===== src/rtl/uart_pkg.sv =====
// Shared FSM state type and default command/response byte codes for the
// UART register bridge.
package uart_pkg;

    typedef enum logic [2:0] {
        IDLE,
        GET_ADDR,
        GET_DATA,
        REG_WR,
        REG_RD,
        RD_WAIT,
        SEND
    } bridge_state_t;

    localparam logic [7:0] UART_CMD_WR  = 8'h57;  // 'W'
    localparam logic [7:0] UART_CMD_RD  = 8'h52;  // 'R'
    localparam logic [7:0] UART_RSP_OK  = 8'h4B;  // 'K'
    localparam logic [7:0] UART_RSP_ERR = 8'h45;  // 'E'

    // States in which the bridge is willing to pop a byte from the RX FIFO.
    function automatic logic accepts_byte(input bridge_state_t s);
        return (s == IDLE) || (s == GET_ADDR) || (s == GET_DATA);
    endfunction

endpackage


===== src/rtl/uart_reg_bridge.sv =====
// Serial command engine: parses 'W' addr data / 'R' addr frames from the UART
// RX FIFO, drives a local register bus and answers through the TX FIFO.
// Optional inter-byte timeout: define UART_REG_BRIDGE_TIMEOUT_EN.
module uart_reg_bridge
    import uart_pkg::*;
#(
    parameter int         ADDR_W  = 8,
    parameter logic [7:0] CMD_WR  = UART_CMD_WR,
    parameter logic [7:0] CMD_RD  = UART_CMD_RD,
    parameter logic [7:0] RSP_OK  = UART_RSP_OK,
    parameter logic [7:0] RSP_ERR = UART_RSP_ERR,
    parameter int         TIMEOUT = 50000000
) (
    input  logic              clk,
    input  logic              reset,
    input  logic              rx_empty,
    input  logic [7:0]        r_data,
    output logic              rd_uart,
    input  logic              tx_full,
    output logic [7:0]        w_data,
    output logic              wr_uart,
    output logic [ADDR_W-1:0] reg_addr,
    output logic [7:0]        reg_wdata,
    output logic              reg_we,
    output logic              reg_re,
    input  logic [7:0]        reg_rdata
);

    bridge_state_t state;
    logic          is_write;
    logic [7:0]    rsp;
    logic          timeout_hit;

    // Pop is gated by reset so no byte is consumed while reset is held.
    assign rd_uart = accepts_byte(state) && !rx_empty && !reset;
    assign wr_uart = (state == SEND) && !tx_full;
    assign w_data  = rsp;
    assign reg_we  = (state == REG_WR);
    assign reg_re  = (state == REG_RD);

`ifdef UART_REG_BRIDGE_TIMEOUT_EN
    localparam int               CNT_W   = (TIMEOUT > 0) ? $clog2(TIMEOUT + 1) : 1;
    localparam logic [CNT_W-1:0] CNT_MAX = CNT_W'(TIMEOUT);

    logic [CNT_W-1:0] idle_cnt;
    logic             waiting;

    assign waiting     = ((state == GET_ADDR) || (state == GET_DATA)) && rx_empty;
    // Fires on the cycle the counter reaches TIMEOUT, so the FSM leaves at once.
    assign timeout_hit = waiting &&
                         (({1'b0, idle_cnt} + (CNT_W + 1)'(1)) >= {1'b0, CNT_MAX});

    always_ff @(posedge clk or posedge reset) begin
        if (reset) begin
            idle_cnt <= '0;
        end else if (rd_uart || !((state == GET_ADDR) || (state == GET_DATA))) begin
            idle_cnt <= '0;
        end else if (idle_cnt != CNT_MAX) begin
            idle_cnt <= idle_cnt + CNT_W'(1);
        end
    end
`else
    assign timeout_hit = 1'b0;
`endif

    always_ff @(posedge clk or posedge reset) begin
        if (reset) begin
            state     <= IDLE;
            is_write  <= 1'b0;
            rsp       <= '0;
            reg_addr  <= '0;
            reg_wdata <= '0;
        end else begin
            case (state)
                IDLE: begin
                    if (rd_uart) begin
                        if (r_data == CMD_WR) begin
                            is_write <= 1'b1;
                            state    <= GET_ADDR;
                        end else if (r_data == CMD_RD) begin
                            is_write <= 1'b0;
                            state    <= GET_ADDR;
                        end else begin
                            rsp   <= RSP_ERR;
                            state <= SEND;
                        end
                    end
                end
                GET_ADDR: begin
                    if (rd_uart) begin
                        reg_addr <= r_data[ADDR_W-1:0];
                        state    <= is_write ? GET_DATA : REG_RD;
                    end else if (timeout_hit) begin
                        state <= IDLE;
                    end
                end
                GET_DATA: begin
                    if (rd_uart) begin
                        reg_wdata <= r_data;
                        state     <= REG_WR;
                    end else if (timeout_hit) begin
                        state <= IDLE;
                    end
                end
                REG_WR: begin
                    rsp   <= RSP_OK;
                    state <= SEND;
                end
                REG_RD: begin
                    state <= RD_WAIT;
                end
                RD_WAIT: begin
                    rsp   <= reg_rdata;
                    state <= SEND;
                end
                SEND: begin
                    if (!tx_full) begin
                        state <= IDLE;
                    end
                end
                default: begin
                    state <= IDLE;
                end
            endcase
        end
    end

endmodule

===== config.mk =====
export PLATFORM = sky130hd
export DESIGN_NAME = uart_reg_bridge
export DESIGN_NICKNAME = d
export VERILOG_FILES = /design/src/rtl/uart_pkg.sv /design/src/rtl/uart_reg_bridge.sv
export SDC_FILE = /design/constraint.sdc
export NUM_CORES = 1
export LEC_CHECK = 0
export BUFFER_PORTS_ARGS = -buffer_cell sky130_fd_sc_hd__buf_2
export CORE_ASPECT_RATIO = 1.25
export CORE_MARGIN = 2
export CORE_UTILIZATION = 44
export CTS_CLUSTER_DIAMETER = 30
export DETAILED_ROUTE_END_ITERATION = 10
export PLACE_DENSITY = 0.78
export SLEW_MARGIN = 20
export SYNTH_ARGS = -nofsm -noshare
export SYNTH_HDL_FRONTEND = slang
export SYNTH_SLANG_ARGS = --single-unit

===== constraint.sdc =====
create_clock -name clk -period 1.2 [get_ports clk]
set_input_delay 0.06 -clock clk [delete_from_list [all_inputs] [get_ports clk]]
set_output_delay 0.06 -clock clk [all_outputs]
set_load 0.01 [all_outputs]

# After elaboration in Yosys (flattened, before gate mapping)
# Cells that the tools add are included.
word_totals:
  ff_bits: 28
  output_inout_bits: 28
  wordCells: 50
  in_bits: 20
classes:
  n_mux: 14
  reduce_logical: 17
  n_eq_ne: 14
ops:
  columns: ["cell", "n"]
  rows:
  - ["$mux W8", 3]
  - ["$pmux W8 S3", 1]
  - ["$mux W3", 7]
  - ["$pmux W3 S6", 1]
  - ["$eq A8 B7 Y1 const B", 2]
  - ["$ne A2 B2 Y1 const B", 6]
  - ["$eq A3 B3 Y1 const B", 3]
  - ["$reduce_and A4 Y1", 2]
  - ["$eq A3 B2 Y1 const B", 2]
  - ["$reduce_and A2 Y1", 2]
  - ["$eq A3 B1 Y1 const B", 1]
  - ["$logic_and A1 B1 Y1", 3]
  - ["$logic_not A1 Y1", 3]
  - ["$logic_not A3 Y1", 1]
  - ["$reduce_and A3 Y1", 1]
  - ["$reduce_bool A3 Y1", 1]
  - ["$logic_or A1 B1 Y1", 2]
  - ["$mux W1", 2]
  - ["$reduce_bool A2 Y1", 1]
  - ["$reduce_or A2 Y1", 1]

# Depth between registers and ports, before layout
logic_depth:
  word_depth: 7
  mapped_depth: 6
  depth_no_buf: 4

# Worst setup path before layout
# OpenSTA, ideal clock, no wires.
synth_path:
  path_kind: "flip-flop to flip-flop"
  startpoint: "register state[1]"
  endpoint: "register rsp[4] (netlist: w_data[4])"
  n_path_buf: 1
  setup_time_ps: 122
  synth_period_minus_slack_ps: 1286
  setup_slack_ps: -86
  required_ps: 1078
  stages_incl_launch_ff: 6
  arrival_time_ps: 1165
  path_cell_list: "dfrtp_1 -> buf_6 -> nor2_1 -> nand2_1 -> o21a_1 -> a32o_1"
synth_via:
  elab_chain_len: 7
  word_cells_on_any_way: 15
  cone_classes: "eq/ne (7); mux (1); reduce/logical (7)"
synth_rtl:
  columns: ["item", "line", "rtl"]
  rows:
  - ["from (decl)", "uart_reg_bridge.sv:29", "bridge_state_t state;"]
  - ["from (signal assigned)", "uart_reg_bridge.sv:92", "state <= is_write ? GET_DATA : REG_RD;"]
  - ["$eq A3 B1 Y1 / $logic_not A3 Y1 (equally long branches)", "uart_pkg.sv:22, uart_reg_bridge.sv:74", null]
  - ["$logic_or A1 B1 Y1 (2 in series)", "uart_pkg.sv:22", "return (s == IDLE) || (s == GET_ADDR) || (s == GET_DATA);"]
  - ["$logic_and A1 B1 Y1 (2 in series)", "uart_reg_bridge.sv:35", "assign rd_uart = accepts_byte(state) && !rx_empty && !reset;"]
  - ["$ne A2 B2 Y1 (no source line)", null, null]
  - ["$reduce_and A4 Y1 (no source line)", null, null]
  - ["to (signal assigned)", "uart_reg_bridge.sv:113", "rsp <= reg_rdata;"]
  - ["to (decl)", "uart_reg_bridge.sv:31", "logic [7:0] rsp;"]
# Parallel ways exist; a longest one is shown, timed or not.
# A chain may end at the register's enable or synchronous reset.

# Worst setup path in the final report
layout_path:
  startpoint: "register state[1]"
  endpoint: "register state[2]"
layout_via:
  elab_chain_len: 7
  word_cells_on_any_way: 18
  cone_classes: "eq/ne (10); mux (1); reduce/logical (7)"
layout_rtl:
  columns: ["item", "line"]
  rows:
  - ["$eq A3 B1 Y1 / $logic_not A3 Y1 (equally long branches)", "uart_pkg.sv:22, uart_reg_bridge.sv:74"]
  - ["$logic_or A1 B1 Y1 (2 in series)", "uart_pkg.sv:22"]
  - ["$logic_and A1 B1 Y1 (2 in series)", "uart_reg_bridge.sv:35"]
  - ["$ne A2 B2 Y1 (no source line)", null]
  - ["$reduce_and A4 Y1 (no source line)", null]
# Parallel ways exist; a longest one is shown, timed or not.

==> results.tsv <==
metric	value	unit
status	finished with violations	
relSlewSlack	76.65	%
grt_overflow	0	
netlist.top_cell.by_area	dfrtp_1	
synth.most_common_cell	dfrtp_1	
worst_pin_slew	0.3503	ns
core	2918	um2
drt-initial-drc-count	28	
port_buffers	47	
detailed_place_hpwl	2300	um
cts_buffers	3	
num_antenna_cells	0	
cts_max_path_buffers	2	
cts_sinks	28	
fmax	683.7	MHz
placedCellCount	205	
grt_pass1_wl	5568	um
antenna_left	0	
p_per_area	2354	nW/um2
multi_input_area	714.4	um2
synth-warning-count	0	
ys_top_cells_by_count	dfrtp_1 (28), mux2_2 (16), nand2_1 (11)	
cap_violations	0	
synth_edf_count	0	
drive_above_1_share	59.50	%
synth_top_area_share	52.00	%
grt_pass1_vias	1243	
synthCells	114	
r2r_slack	-0.26	ns
finalWorstSetupSlack	-0.2627	ns
r2r-start	state[1]	
slew_viol_final	0	
drt_wl_total	3775	um
place_area	1704	um2
root_buffer	clkbuf_4	
num_vias	1248	
start_kind	flop	
gp_congestion	0.9018	
fin_nets	221	
grt_max_degree	29	
die_w	53.50	um
synth_area_leaders	dfrtp_1 (52%), mux2_2 (13%), a32o_1 (3.7%)	
critPathRequiredTime	1.44	ns
clock_latency	0.32	ns
worstHoldPathType	in -> reg	
synth_area	1348	um2
hold_viol	0	
dr.pass1.iters	7	
die-area	3524	um2
die_h	65.88	um
post_drt_wl_per_cell	16.00	um
antenna_found_initial	0	
synth_nets	134	
crit_start	state[1]	
post_drt_via_cell_ratio	5.288	
drc_errors	0	
area_delta_synth_final	60.82	%
cp.arrival	1.71	ns
worst_setup_path_end_kind	flop	
synth-seq-cells	28	
synth-seq-area-share	52.00	%
holdCritStartpoint	r_data[0]	
r2r_cells	5	
peakVddDrop	1.698	mV
synth.distinct_cells	36	
cts_tree	built	
track_usage	21.68	%
r2r_end	state[2]	
skew	0.01286	ns
rsz0062_at_grt	yes	
start_util	46.18	%
critPathKind	reg -> reg	
row_count	22	
htree_num_levels	1	
critPathMaxFanout	5	
p_leak	1.076	nW
cts.reportedPaths.clkPinSlew	0.14	ns
syn_area_per_cell	11.82	um2
fin_crit	1.463	ns
ff_latch_area	703.2	um2
setup_viol	31	
async_flop_share	100.0	%
synthFlopType	dfrtp_1	
nFillCells	204	
fin_crit_sh	121.9	%
crit_end	state[2]	
io_pins	48	
violations	negative setup slack	
stdcell_count	236	
design_area	2167	um2
==> flip-flops by register name, indices dropped and copies added, names as in the netlist <==
name,flops
is_write,1
state,3
reg_wdata,8
reg_addr,8
w_data,8
==> cells by family after synthesis <==
group | count (synthesis) | synth area share [%]
DFF | 28 | 52.00
and+or+nand+nor | 36 | 16.25
muxes | 17 | 14.11
xor gates and xnor gates | 1 | 0.6501
buffers and inverters | 8 | 3.807
AOI/OAI and AO/OA | 24 | 13.19
==> worst max-delay path, cell delays in order (launching register included) <==
cell and delay (ns):
dfrtp_2 0.51, and2b_2 0.27, buf_4 0.16, a221oi_2 0.18, o21ai_1 0.12, o21ai_1 0.16
==> worst min path at each step <==
stage / end / slack (ns) / cells after the start
floorplan: is_write / 0.13 / 1
CTS: reg_wdata[7] / 0.005 / 2
global route: reg_wdata[0] / 0.02 / 2
detailed placement: reg_wdata[0] / 0.19 / 3
global placement: state[1] / 0.19 / 3
finish: reg_wdata[0] / 0.04 / 2
==> layout make-up <==
cell class	instances	share of cell area, %
Multi-Input combinational cell	78	32.97
Sequential cell	28	32.45
Timing Repair Buffer	87	29.56
Tap cell	36	2.079
Clock inverter	1	1.386
Clock buffer	3	1.039
Inverter	3	0.5196
==> power by group <==
group          switching (mW)  internal [mW]  total, mW
Sequential              0.296           1.36       1.66
Clock                   0.265          0.337      0.602
Combinational            1.24           1.60       2.84
Total                    1.80           3.30       5.10
==> routing by layer <==
layer / global-route usage, % / vias to the layer above / wire length (um)
li1: - / 584 / -
met2: 39.35 / 48 / 2147
met3: 3.620 / 8 / 151
met4: 6.090 / 0 / 69
met5: 0 / - / 0
met1: 25.44 / 608 / 1407
==> metrics by stage <==
step / hold WS (ns) / setup TNS (ns) / power (mW) / utilization [%] / setup WS, ns
after floorplan: 0.1254 / -0.9872 / 2.848 / - / -0.06061
after global placement: 0.1894 / -2.470 / 3.535 / 58.40 / -0.1221
after detailed placement: 0.1889 / -3.394 / 3.631 / 58.40 / -0.1610
after CTS: 0.005146 / -4.778 / 4.816 / 70.28 / -0.2113
after global routing: 0.02016 / -7.132 / 5.403 / 74.27 / -0.3247
final: 0.03513 / -5.726 / 5.101 / 74.27 / -0.2627
==> repair_timing <==
item / CTS / global route
pin swaps: 10 / 7
endpoints found under the setup margin: 32 / 32
resized for setup: 26 / 18
buffers inserted: 11 / 3
hold endpoints to repair: 41 / 4
hold buffers: 10 / 3
==> cells in the final DEF (no fill, tap or decap), types with 4 or more instances in the layout <==
cell           Yosys  layout
buf_2              2      44
dfrtp_1           28      26
buf_4              1      15
buf_6              2      14
dlygate4sd3_1      0      13
nand2_1           11       9
mux2_2            16       8
mux2_4             0       8
o21ai_1            2       4
a32o_1             5       4
No activity file was read; power rests on OpenSTA's default activity.
